[config.mk]
export PLATFORM = sky130hd
export DESIGN_NAME = fp_mul_seq
export DESIGN_NICKNAME = d
export VERILOG_FILES = /design/src/rtl/fp_mul_seq.sv
export SDC_FILE = /design/constraint.sdc
export NUM_CORES = 1
export LEC_CHECK = 0
export ABC_AREA = 1
export BUFFER_PORTS_ARGS = -buffer_cell sky130_fd_sc_hd__buf_2
export CAP_MARGIN = 10
export CORE_MARGIN = 3
export CORE_UTILIZATION = 55
export DETAILED_ROUTE_END_ITERATION = 7
export PLACE_DENSITY = 0.76
export SLEW_MARGIN = 25
export SYNTH_ARGS = -nofsm -noshare
export SYNTH_HDL_FRONTEND = slang
export SYNTH_SLANG_ARGS = --single-unit
[constraint.sdc]
create_clock -name clk -period 3.9 [get_ports clk]
set_clock_uncertainty 0.15 [all_clocks]
set_input_delay 0.195 -clock clk [delete_from_list [all_inputs] [get_ports clk]]
set_output_delay 0.195 -clock clk [all_outputs]
set_load 0.01 [all_outputs]
[src/rtl/fp_mul_seq.sv]
// Sequential IEEE-754 multiplier: shift-add significand product, round-to-nearest-even, special values.
// Define FPMUL_FLAGS_EN to add the {invalid, overflow, underflow, inexact} flags port.
module fp_mul_seq #(
  parameter int EXP_W = 8,
  parameter int MAN_W = 23
) (
  input  logic               clk,
  input  logic               rst_n,
  input  logic               in_valid,
  output logic               in_ready,
  input  logic [EXP_W+MAN_W:0] in1,
  input  logic [EXP_W+MAN_W:0] in2,
  output logic               out_valid,
  input  logic               out_ready,
`ifdef FPMUL_FLAGS_EN
  output logic [3:0]         flags,
`endif
  output logic [EXP_W+MAN_W:0] out
);

  localparam int W  = 1 + EXP_W + MAN_W;
  localparam int N  = MAN_W + 1;
  localparam int PW = 2 * N;
  localparam int CW = $clog2(N + 1);
  localparam int XW = EXP_W + 2;
  localparam logic signed [XW-1:0] BIAS = XW'((1 << (EXP_W - 1)) - 1);
  localparam logic [EXP_W-1:0]     EXP_ONES = {EXP_W{1'b1}};

  typedef enum logic [1:0] {IDLE, MULT, RND, DONE} state_t;

  state_t                 state, state_nx;
  logic [N-1:0]           a_man;
  logic [PW-1:0]          prod;
  logic [CW-1:0]          cnt;
  logic                   sign_q;
  logic signed [XW-1:0]   exp_q;
  logic [W-1:0]           out_q;
  logic                   out_valid_q;

  // Operand decode; exponent-zero inputs are treated as zero (no subnormals).
  logic [EXP_W-1:0]     exp_a, exp_b;
  logic [MAN_W-1:0]     frac_a, frac_b;
  logic                 zero_a, zero_b, inf_a, inf_b, nan_a, nan_b;
  logic                 sign_in, spec_invalid, spec_inf, special;
  logic signed [XW-1:0] exp_in;
  logic [W-1:0]         spec_res;

  assign exp_a   = in1[MAN_W +: EXP_W];
  assign exp_b   = in2[MAN_W +: EXP_W];
  assign frac_a  = in1[MAN_W-1:0];
  assign frac_b  = in2[MAN_W-1:0];
  assign zero_a  = (exp_a == '0);
  assign zero_b  = (exp_b == '0);
  assign inf_a   = (exp_a == EXP_ONES) && (frac_a == '0);
  assign inf_b   = (exp_b == EXP_ONES) && (frac_b == '0);
  assign nan_a   = (exp_a == EXP_ONES) && (frac_a != '0);
  assign nan_b   = (exp_b == EXP_ONES) && (frac_b != '0);
  assign sign_in = in1[W-1] ^ in2[W-1];
  assign exp_in  = $signed({2'b00, exp_a}) + $signed({2'b00, exp_b}) - BIAS;

  assign spec_invalid = nan_a | nan_b | (inf_a & zero_b) | (zero_a & inf_b);
  assign spec_inf     = inf_a | inf_b;
  assign special      = spec_invalid | spec_inf | zero_a | zero_b;

  always_comb begin
    // NOTE: every always_comb output gets a default first so no latch is inferred.
    spec_res = {sign_in, {(W-1){1'b0}}};
    if (spec_invalid)  spec_res = {1'b0, EXP_ONES, 1'b1, {(MAN_W-1){1'b0}}};
    else if (spec_inf) spec_res = {sign_in, EXP_ONES, {MAN_W{1'b0}}};
  end

  // One shift-add step: conditionally add A to the upper half, shift the whole product right.
  logic [N:0] add_sum;
  assign add_sum = {1'b0, prod[PW-1:N]} + (prod[0] ? {1'b0, a_man} : '0);

  // Normalise and round-to-nearest-even using guard and sticky.
  logic                 hi, guard, sticky, round_up, ovf, unf;
  logic [MAN_W-1:0]     frac_t;
  logic [MAN_W:0]       frac_rnd;
  logic signed [XW-1:0] exp_rnd;
  logic [W-1:0]         rnd_res;

  assign hi = prod[PW-1];

  always_comb begin
    frac_t = prod[PW-3 -: MAN_W];
    guard  = prod[MAN_W-1];
    sticky = |prod[MAN_W-2:0];
    if (hi) begin
      frac_t = prod[PW-2 -: MAN_W];
      guard  = prod[MAN_W];
      sticky = |prod[MAN_W-1:0];
    end
  end

  assign round_up = guard & (sticky | frac_t[0]);
  assign frac_rnd = {1'b0, frac_t} + {{MAN_W{1'b0}}, round_up};
  assign exp_rnd  = exp_q + $signed({{(XW-1){1'b0}}, hi})
                          + $signed({{(XW-1){1'b0}}, frac_rnd[MAN_W]});
  assign ovf      = !exp_rnd[XW-1] && (exp_rnd[XW-2:0] >= {1'b0, EXP_ONES});
  assign unf      = exp_rnd[XW-1] || (exp_rnd == '0);

  always_comb begin
    rnd_res = {sign_q, exp_rnd[EXP_W-1:0], frac_rnd[MAN_W-1:0]};
    if (ovf)      rnd_res = {sign_q, EXP_ONES, {MAN_W{1'b0}}};
    else if (unf) rnd_res = {sign_q, {(W-1){1'b0}}};
  end

  always_comb begin
    state_nx = state;
    case (state)
      IDLE:    if (in_valid) state_nx = special ? DONE : MULT;
      MULT:    if (cnt == CW'(1)) state_nx = RND;
      RND:     state_nx = DONE;
      DONE:    if (out_valid_q && out_ready) state_nx = IDLE;
      default: state_nx = IDLE;
    endcase
  end

  // NOTE: sequential state uses non-blocking assignments only, so all registers update together.
  always_ff @(posedge clk or negedge rst_n) begin
    if (!rst_n) state <= IDLE;
    else        state <= state_nx;
  end

  always_ff @(posedge clk or negedge rst_n) begin
    if (!rst_n) begin
      a_man       <= '0;
      prod        <= '0;
      cnt         <= '0;
      sign_q      <= 1'b0;
      exp_q       <= '0;
      out_q       <= '0;
      out_valid_q <= 1'b0;
    end else begin
      case (state)
        IDLE: if (in_valid) begin
          a_man  <= {1'b1, frac_a};
          prod   <= {{N{1'b0}}, 1'b1, frac_b};
          cnt    <= CW'(N);
          sign_q <= sign_in;
          exp_q  <= exp_in;
          if (special) out_q <= spec_res;
        end
        MULT: begin
          prod <= {add_sum, prod[N-1:1]};
          cnt  <= cnt - CW'(1);
        end
        RND:  out_q <= rnd_res;
        DONE: begin
          // Result settles one cycle in DONE before it is presented.
          if (!out_valid_q)   out_valid_q <= 1'b1;
          else if (out_ready) out_valid_q <= 1'b0;
        end
        default: ;
      endcase
    end
  end

`ifdef FPMUL_FLAGS_EN
  logic [3:0] flags_q;
  always_ff @(posedge clk or negedge rst_n) begin
    if (!rst_n) flags_q <= '0;
    else if (state == IDLE && in_valid && special) flags_q <= {spec_invalid, 3'b000};
    else if (state == IDLE && in_valid)            flags_q <= '0;
    else if (state == RND) flags_q <= {1'b0, ovf, unf & ~ovf, guard | sticky | ovf | unf};
  end
  assign flags = flags_q;
`endif

  assign in_ready  = (state == IDLE);
  assign out_valid = out_valid_q;
  assign out       = out_q;

endmodule

; ---- Yosys cells after proc, flatten, opt, wreduce, memory -nomap -nowiden
; Index checks and enable logic that the tools add are counted.
[op_classes]
n_mul = 0
n_eq_ne = 10
n_bitwise = 12
n_reduce_logical = 24
add_sub_neg = 7
magnitude_cmp = 1
n_mux = 22
n_shift = 0
div_mod_pow = 0
[ops]
columns = op, n
row1 = 32-bit 2-to-1 mux, 3
row2 = 48-bit case mux with 2 select lines, 1
row3 = 31-bit 2-to-1 mux, 3
row4 = 32-bit case mux with 2 select lines, 1
row5 = 48-bit 2-to-1 mux, 1
row6 = 23-bit logical NOT, 2
row7 = 23-bit nonzero test, 2
row8 = 24-bit by 24-bit adder with 25-bit output, 1
row9 = 23-bit by 1-bit adder with 24-bit output, 1
row10 = 24-bit 2-to-1 mux, 1
row11 = 23-bit 2-to-1 mux, 1
row12 = 23-bit OR reduction, 1
row13 = 22-bit OR reduction, 1
row14 = 10-bit by 2-bit adder with 10-bit output, 2
row15 = 8-bit == test (second input constant), 2
row16 = 8-bit logical NOT, 2
row17 = 10-bit logical NOT, 1
row18 = 5-bit case mux with 2 select lines, 1
row19 = 9-bit by 7-bit subtractor with 10-bit output (second input constant), 1
row20 = 8-bit by 8-bit adder with 9-bit output, 1
row21 = 9-bit by 8-bit >= comparator with 1-bit output (second input constant), 1
row22 = 2-bit 2-to-1 mux, 4
row23 = 1-bit bitwise OR, 8
row24 = 2-bit case mux with 4 select lines, 1
row25 = other kinds (17), 33
[totals]
ram_bits = 0
input_bits = 68
latchBits = 0
rom_bits = 0
elab_cells = 84
mem_count = 0
ff_bits = 123

; ---- Logic depth before layout (Yosys ltp)
; Gate-level depths: netlist (run 1).
[depth]
depth_word = 11
depth_mapped = 27

; ---- Worst setup path before layout (run 1)
; OpenSTA, ideal clock, no wires.
[synth_timing]
path_type = reg2reg
startpoint = register prod[47]
endpoint = register out_q[14] (netlist: out[14])
t_arrival_ns = 3.320
setup_ns = 0.118
n_path_buf = 3
required_time_ns = 3.632
path_stages_with_launch = 26
slack_ns = 0.313
path_cell_list = dfrtp_1 -> buf_6 -> buf_8 -> o21ai_2 -> nand2_4 -> nor2_8 -> nand2_2 -> nor2_2 -> nand2_1 -> nor4_1 -> nand3_1 -> fa_1 -> inv_1 -> ha_1 -> nand2_1 -> nor2_1 -> nand3_1 -> nand2_1 -> nand2_1 -> nor2_1 -> nand2_4 -> nand3_2 -> nor2_4 -> buf_4 -> nand3b_1 -> nand2_1
[synth_between]
elab_chain_cells = 10
word_cells_on_any_way = 16
classes_between = add/sub: 3 / order compare: 1 / mux: 6 / bitwise: 2 / reduce/logical: 4
[synth_rtl]
columns = element, line_no
row1 = "start, declared", 33  ; logic [PW-1:0] prod;
row2 = "start signal, assigned", 139  ; prod <= {{N{1'b0}}, 1'b1, frac_b};
row3 = "start signal, assigned", 146  ; prod <= {add_sum, prod[N-1:1]};
row4 = "parallel branches: the longest is 8 deep, another holds 23-bit by 1-bit adder with 24-bit output", -
row5 = 31-bit 2-to-1 mux (*), 105  ; if (ovf) rnd_res = {sign_q, EXP_ONES, {MAN_W{1'b0}}};
row6 = 32-bit case mux with 2 select lines (*), 136  ; case (state)
row7 = "end signal, assigned", 143  ; if (special) out_q <= spec_res;
row8 = "end signal, assigned", 149  ; RND: out_q <= rnd_res;
row9 = "end, declared", 37  ; logic [W-1:0] out_q;
; Mark *: on every way between the ends.
; A chain may end at the register's enable or synchronous reset.

; ---- Final worst setup path (run 1)
[layout_timing]
startpoint = register prod[47]
endpoint = register out_q[0] (netlist: out[0])
; Same word-level chain as after synthesis.

==> implementation parameters, run 1 <==
Parameter                              Value

Synthesis
  Mapped Avg Cell Area    6.84 µm²
  Adder-cell area share of the yosys netlist    under 10%
  Async S/R FF share, synth    100%
  Post-Syn Nets    1422
  Cell types occupying the most area after synthesis    sky130_fd_sc_hd__dfrtp_1 35%, sky130_fd_sc_hd__nand2_1 18%, sky130_fd_sc_hd__ha_1 6.6%, sky130_fd_sc_hd__inv_1 6.3%, sky130_fd_sc_hd__nor2_1 5.3%
  Post-synthesis mux area share    0%
  Sequential cell area fraction in the yosys report    34.5%
  EDFF count, synth    0
  Synth warn    0
  Most instantiated cells after synthesis    428 x sky130_fd_sc_hd__nand2_1, 149 x sky130_fd_sc_hd__inv_1, 125 x sky130_fd_sc_hd__nor2_1
  Combinational family with the most area after synthesis    simple AND/OR/NAND/NOR gates
  Synth Area in Compound Gates    between 10% and 20%
  Xor and xnor area share after synthesis    under 10%
  Most common flop cell mapped by yosys    sky130_fd_sc_hd__dfrtp_1
  Gate count of the mapped netlist    1304
  Cell taking the most area after synthesis    sky130_fd_sc_hd__dfrtp_1
  Flip-flop and latch count after synthesis    123
  Synthesized-area fraction occupied by and/or/nand/nor cells    35.0%
  Most repeated cell in the gate-level netlist after synthesis    sky130_fd_sc_hd__nand2_1
  Number of distinct library cells after synthesis    44
  Share of Yosys cell area claimed by the top area cell type    34.5%
  Post-synth design cell area    8910 µm²

Place
  Number of placed cells counting well taps    1601
  Cell area after placement    9710 µm²
  Port-buffer cells    a little over 100
  Sum of net half-perimeters after detailed placement    ~18 mm
  RePlAce Congestion    0.937

Global route
  Total global routing track utilization    28.5%
  Pin count of the biggest net entering global routing    69
  Number of global-route vias before repair    8566
  First-pass GRT wire length    41.4 mm
  Global route overflow    0
  Number of antenna violations at the first check in global routing    0

Floorplanning
  Total Die Area    between 15000 and 20000 µm²
  I/O pin count    102
  Vert. Die Dim    133 µm
  Core outline area    15500 µm²
  Die Wd    133 µm
  Initial core utilization    between 50 and 60%
  Row count    between 40 and 50

Setup path
  Crit. path cell count    24
  CP delay by family, top    simple AND/OR/NAND/NOR gates
  WP data arrival    4.16 ns
  Category of the worst setup path capture point    register
  Launch instance of the worst register-to-register path    prod[47]
  Type of the worst setup path    reg -> reg
  Required time of the worst setup path    4.11 ns
  Reg2Reg Depth    24
  Largest fanout of any net on the critical path    7
  Bufs and invs on worst path    4
  Critical-path cell with the highest stage delay    sky130_fd_sc_hd__dfrtp_4
  CP startpoint    prod[47]
  Worst path max stage delay    ~0.51 ns
  Sequence of cells on the critical path    buf_8 > buf_8 > nand2_1 > o21ai_2 > nor2_2 > nand2_2 > nor2_4 > nand2_2 > nor4_2 > nand3_2 > fa_2 > inv_2 > ha_4 > nand2_4 > nor2_4 > nand4_1 > nand2_1 > nor2_1 > nand2_4 > nand3_2 > nor2_4 > clkbuf_16 > nand3_2 > nand2_1
  Register-to-register setup slack    -0.05 ns
  Reg-to-Reg End    out[0]
  End point of the critical path    out[0]
  CP Launch Type    register

Timing
  RSZ-0062 raised after global routing    true
  Slew at the pin closest to its max-slew limit    0.766 ns
  Max Freq    0.253 GHz
  Worst hold margin    ~0.085 ns
  Number of setup violations in the final report    17
  Slew headroom    48.9%
  Setup slack after layout    -0.0512 ns
  Final worst-path cycle share    101%
  Fin. max-slew vios    0
  Post-route minimum period    3.95 ns
  Final hold viol count    0

Power and ir drop
  Sequential share of power    29.3%
  Clock network fraction of design power    23.4%
  Internal    4.10 mW
  Fraction of power spent switching nets    44.7%
  Total power density per cell area    663 nW/µm²
  Reported net switching power    3.31 mW
  Leakage power    5.74 nW
  VDD IR max    0.000392 V
  Total power    7.41 mW
  Logic pwr share    47.3%

Route
  Via count normalized by instance count    5.38
  Routed wire length    25.5 mm
  DRC violation count after routing    0
  Routed wire per std cell    approximately 15 µm
  Iter 0 DRT Violations    526
  Drt pass-1 iters    5
  Routed Antenna Nets    0
  Total vias in the final route    around 9100

CTS
  Inserted Clock Buffers    17
  Cell at the root of the clock tree    sky130_fd_sc_hd__clkbuf_16
  Number of sinks on the clock net    123
  Maximum buffer depth of the clock tree    2
  H-tree levels    4
  Clock tree from TritonCTS    built
  Later-pin clock latency in the skew report    0.43 ns
  Clock Pin Slew Worst Setup and Hold Paths    0.06 ns

Final layout
  Layout filler cell count    1259
  Final Core Density    between 70% and 80%
  Post-Layout Cell Count    between 1500 and 2000
  Fraction of final layout cells with drive strength greater than 1    between 10% and 20%
  Ant diodes    0
  Nets    1591
  Final std cell area, no fill    11200 µm²
  Area Overhead vs Synth    25.3%

Min path
  Path type of the worst min-delay path    in -> reg

Flow run
  Maximum Capacitance Violations    0

Outcome
  Violated checks    setup timing
  Run status    complete, but fails checks
what timing repair did:
item                       CTS  global route
buffers inserted             0            11
hold buffers                50             0
hold endpoints to repair   103             0
gates resized for setup      0            45
setup endpoints to repair    0            31
routing by layer:
layer / routed length [µm] / track usage, %
met1: 11200 / 37.7
met2: 12000 / 46.4
met3: 1450 / 5.29
met4: 924 / 11.6
met5: 0 / 0
placed cells by master (no fill, tap or decap), types with 7 or more instances in the layout:
cell type / synthesis / layout
sky130_fd_sc_hd__nand2_1: 428 / 415
sky130_fd_sc_hd__inv_1: 149 / 148
sky130_fd_sc_hd__nor2_1: 125 / 123
sky130_fd_sc_hd__dfrtp_1: 123 / 122
sky130_fd_sc_hd__buf_2: 4 / 100
sky130_fd_sc_hd__o21ai_0: 76 / 76
sky130_fd_sc_hd__nand3_1: 66 / 62
sky130_fd_sc_hd__dlygate4sd3_1: 0 / 50
sky130_fd_sc_hd__ha_1: 47 / 46
sky130_fd_sc_hd__a21oi_1: 37 / 37
sky130_fd_sc_hd__buf_4: 4 / 32
sky130_fd_sc_hd__nand4_1: 29 / 29
sky130_fd_sc_hd__o211ai_1: 19 / 19
sky130_fd_sc_hd__clkbuf_16: 0 / 19
sky130_fd_sc_hd__nand2_2: 9 / 18
sky130_fd_sc_hd__nand3b_1: 18 / 18
sky130_fd_sc_hd__o22ai_1: 16 / 16
sky130_fd_sc_hd__o21ai_2: 14 / 13
sky130_fd_sc_hd__nor2_2: 15 / 13
sky130_fd_sc_hd__nor3_1: 13 / 13
sky130_fd_sc_hd__xor2_1: 13 / 13
sky130_fd_sc_hd__a31oi_1: 10 / 10
sky130_fd_sc_hd__o21ai_1: 11 / 7
sky130_fd_sc_hd__nor2_4: 3 / 7
metrics by stage:
step / TNS, ns / worst slack [ns]
6_report: -0.531 / -0.0512
5_1_grt: -5.48 / -0.239
4_1_cts: 0 / 0.0458
3_5_place_dp: 0 / 0.0582
3_3_place_gp: 0 / 0.197
2_1_floorplan: 0 / 0.313
how the worst min path moves through the flow:
stage               slack [ns]  cells past startpoint  startpoint  endpoint
floorplan                -0.25                      0       rst_n  a_man[0]
global placement          0.15                      1       rst_n  prod[44]
detailed placement        0.15                      1       rst_n  prod[44]
CTS                       0.05                      4    in_valid    sign_q
global route              0.09                      4     in2[23]  exp_q[0]
finish                    0.08                      4     in2[23]  exp_q[0]
registers in the layout, summed over array words and instances, names as in the netlist:
register   flops
exp_q         10
out           32
prod          48
out_valid      1
a_man         24
sign_q         1
cnt            5
state          2
cell type report:
class | count | area (µm²) | area share, %
multi-input combinational | 983 | 5200 | 46.5
sequential | 123 | 3080 | 27.6
timing repair buffer | 190 | 1390 | 12.5
inverter | 158 | 596 | 5.33
clock buffer | 18 | 429 | 3.84
tap | 211 | 264 | 2.36
clock inverter | 14 | 211 | 1.89
power by group through the flow:
stage	sequential [mW]	combinational, mW	clock (mW)
after floorplan	2.08	2.39	0
after global placement	2.16	3.18	0
after detailed placement	2.17	3.22	0
after CTS	2.16	3.30	1.74
after global routing	2.24	3.95	1.81
final	2.17	3.50	1.74
worst register-to-register path, cell delays in order (launching register included):
cell                        delay (ns)
sky130_fd_sc_hd__dfrtp_4          0.51
sky130_fd_sc_hd__buf_8            0.16
sky130_fd_sc_hd__buf_8            0.14
sky130_fd_sc_hd__nand2_1          0.10
sky130_fd_sc_hd__o21ai_2          0.08
sky130_fd_sc_hd__nor2_2           0.13
sky130_fd_sc_hd__nand2_2          0.10
sky130_fd_sc_hd__nor2_4           0.11
sky130_fd_sc_hd__nand2_2          0.06
sky130_fd_sc_hd__nor4_2           0.28
sky130_fd_sc_hd__nand3_2          0.16
sky130_fd_sc_hd__fa_2             0.39
sky130_fd_sc_hd__inv_2            0.08
sky130_fd_sc_hd__ha_4             0.15
sky130_fd_sc_hd__nand2_4          0.06
sky130_fd_sc_hd__nor2_4           0.12
sky130_fd_sc_hd__nand4_1          0.10
sky130_fd_sc_hd__nand2_1          0.12
sky130_fd_sc_hd__nor2_1           0.08
sky130_fd_sc_hd__nand2_4          0.07
sky130_fd_sc_hd__nand3_2          0.07
sky130_fd_sc_hd__nor2_4           0.29
sky130_fd_sc_hd__clkbuf_16        0.21
sky130_fd_sc_hd__nand3_2          0.07
sky130_fd_sc_hd__nand2_1          0.09
kinds of logic (layout without fill, tap and decap cells):
family / count (synthesis) / in the layout
flip-flops: 123 / 123
buffers and inverters: 198 / 380
AND/OR/NAND/NOR: 724 / 724
adder cells (fa/ha/maj): 50 / 50
AO/OA/AOI/OAI: 195 / 195
XOR/XNOR: 14 / 14
Note: power is estimated with default switching activity, not from simulation.
==> run 2: changes to the inputs <==
TNS_END_PERCENT = 50   (was default)
==> implementation parameters, run 2 (synthesis results as in run 1) <==
Parameter                              Value

Setup path
  Bufs and invs on worst path    4 (unchanged)
  Largest fanout of any net on the critical path    7 (unchanged)
  CP Launch Type    register
  Category of the worst setup path capture point    register
  Type of the worst setup path    reg -> reg
  Critical-path cell with the highest stage delay    sky130_fd_sc_hd__dfrtp_4
  CP delay by family, top    simple AND/OR/NAND/NOR gates
  Sequence of cells on the critical path    buf_8 > buf_8 > nand2_1 > o21ai_2 > nor2_2 > nand2_2 > nor2_4 > nand2_2 > nor4_2 > nand3_2 > fa_2 > inv_2 > ha_4 > nand2_4 > nor2_4 > nand4_1 > nand2_1 > nor2_1 > nand2_4 > nand3_2 > nor2_4 > clkbuf_16 > nand3b_1 > nand2_1
  Worst path max stage delay    0.50 ns (about the same)
  Required time of the worst setup path    4.11 ns (about the same)
  WP data arrival    4.17 ns (about the same)

Min path
  Path type of the worst min-delay path    in -> reg

Final layout
  Layout filler cell count    1263 (+0.32%)
  Highest-count cells in the layout ignoring fill and taps    418 x sky130_fd_sc_hd__nand2_1, 148 x sky130_fd_sc_hd__inv_1, 123 x sky130_fd_sc_hd__nor2_1
  Largest register FFs    48 (unchanged)
  Final std cell area, no fill    11200 µm² (about the same)
  Most common cell after layout, fill and taps aside    sky130_fd_sc_hd__nand2_1
  Nets    1591 (unchanged)
  Largest register by flop count    prod
  Fraction of final layout cells with drive strength greater than 1    17.0% (-0.20 points)
  Ant diodes    0 (unchanged)
  Area taken by multi-input logic gates    5190 µm² (-0.14%)
  Sequential cell area    3080 µm² (unchanged)
  Area Overhead vs Synth    25.2% (about the same)

Global route
  Grt met3 use    5.29% (unchanged)
  Number of global-route vias before repair    8566 (unchanged)
  M1 GR Usage    37.7% (unchanged)
  Number of antenna violations at the first check in global routing    0 (unchanged)
  Met2 track utilization from global routing    46.4% (unchanged)
  Global route overflow    0 (unchanged)
  Pin count of the biggest net entering global routing    69 (unchanged)
  First-pass GRT wire length    41.4 mm (unchanged)
  Total global routing track utilization    28.5% (unchanged)
  Busiest layer in global routing    met2

CTS
  Number of sinks on the clock net    123 (unchanged)
  Clock Pin Slew Worst Setup and Hold Paths    0.06 ns (about the same)
  Cell at the root of the clock tree    sky130_fd_sc_hd__clkbuf_16
  Maximum buffer depth of the clock tree    2 (unchanged)
  H-tree levels    4 (unchanged)
  Inserted Clock Buffers    17 (unchanged)
  Later-pin clock latency in the skew report    0.42 ns (about the same)
  Clock tree from TritonCTS    built

Timing
  Setup slack after layout    -0.0627 ns (-0.0114 ns)
  Post-route minimum period    3.96 ns (+0.0114 ns)
  Slew headroom    48.8% (-0.17 points)
  Accumulated negative setup slack    -0.692 ns (-0.161 ns)
  Slew at the pin closest to its max-slew limit    0.769 ns (+0.00249 ns)
  Final worst-path cycle share    102% (+0.29 points)
  RSZ-0062 raised after global routing    true
  Worst hold margin    0.0802 ns (-0.00466 ns)
  Max Freq    0.252 GHz (-0.29%)
  Fin. max-slew vios    0 (unchanged)
  Final hold viol count    0 (unchanged)
  Number of setup violations in the final report    19 (+2)

Floorplanning
  Core outline area    15500 µm² (unchanged)
  Die Wd    133 µm (unchanged)
  Total Die Area    17800 µm² (unchanged)
  Vert. Die Dim    133 µm (unchanged)
  Row count    45 (unchanged)
  I/O pin count    102 (unchanged)
  Initial core utilization    57.4% (unchanged)

Route
  DRC violation count after routing    0 (unchanged)
  Drt pass-1 iters    7 (+2)
  Total vias in the final route    9141 (+0.15%)
  Routed Antenna Nets    0 (unchanged)
  Via count normalized by instance count    5.39 (+0.15%)
  Iter 0 DRT Violations    521 (-0.95%)
  Routed wire length    25.6 mm (+0.11%)
  Routed wire per std cell    15.1 µm (+0.11%)

Power and ir drop
  Total power    7.40 mW (about the same)
  Total power density per cell area    663 nW/µm² (about the same)
  Leakage power    5.74 nW (about the same)
  VDD IR max    0.000392 V (about the same)

Place
  Sum of net half-perimeters after detailed placement    17.8 mm (unchanged)
  Port-buffer cells    101 (unchanged)
  Cell area after placement    9710 µm² (unchanged)
  Worst setup slack before clock tree synthesis    0.0582 ns (unchanged)
  RePlAce Congestion    0.937 (unchanged)

Outcome
  Run status    complete, but fails checks
  Violated checks    setup timing

Flow run
  Maximum Capacitance Violations    0 (unchanged)
-- run 2: cell type report --
cell class	count	share of cell area, %
clock buffer	18	3.84
clock inverter	14	1.89
inverter	158	5.34
multi-input combinational	983	46.5
sequential	123	27.6
tap	211	2.36
timing repair buffer	190	12.5
-- run 2: path summary, 6_finish.rpt --
check	start	to	slack, ns	cells past startpoint
worst max register to register	prod[47]	out[7]	-0.06	24
worst min register to register	out[9]	out[9]	0.32	2
worst min-delay path	in2[23]	exp_q[0]	0.08	4
worst max-delay path	prod[47]	out[7]	-0.06	24
min in group asynchronous	rst_n	prod[44]	0.22	2
max in group asynchronous	rst_n	prod[47]	2.56	3
-- run 2: worst register-to-register path: cells and delay by family, from the launching register on --
kind | cells | cell delay, ns
flip-flops | 1 | 0.50
AO/OA/AOI/OAI | 1 | 0.08
buffers and inverters | 4 | 0.60
AND/OR/NAND/NOR | 17 | 2.02
adder cells (fa/ha/maj) | 2 | 0.55
-- run 2: power by group --
group          internal [mW]  switching, mW
sequential              1.77          0.394
clock                   1.09          0.645
combinational           1.23           2.27
-- run 2: repair_timing --
action / CTS / global route
endpoints found under the setup margin: 0 / 31
resized for setup: 0 / 42
hold endpoints to repair: 103 / 0
hold buffers: 50 / 0
setup buffers: 0 / 11
-- run 2: metrics by stage --
stage | utilization (%) | std cells
finish | 71.8 | 1697
global route | 71.8 | 1697
detailed placement | 62.5 | 1601
global placement | 62.5 | 1601
CTS | 69.8 | 1683
floorplan | - | 1304
-- run 2: routing by layer --
| layer | share of wire [%] | vias to the layer above |
|---|---|---|
| met4 | 3.3 | 0 |
| met2 | 47 | 318 |
| met1 | 44 | 4181 |
| met5 | 0 | - |
| li1 | - | 4580 |
| met3 | 5.6 | 62 |
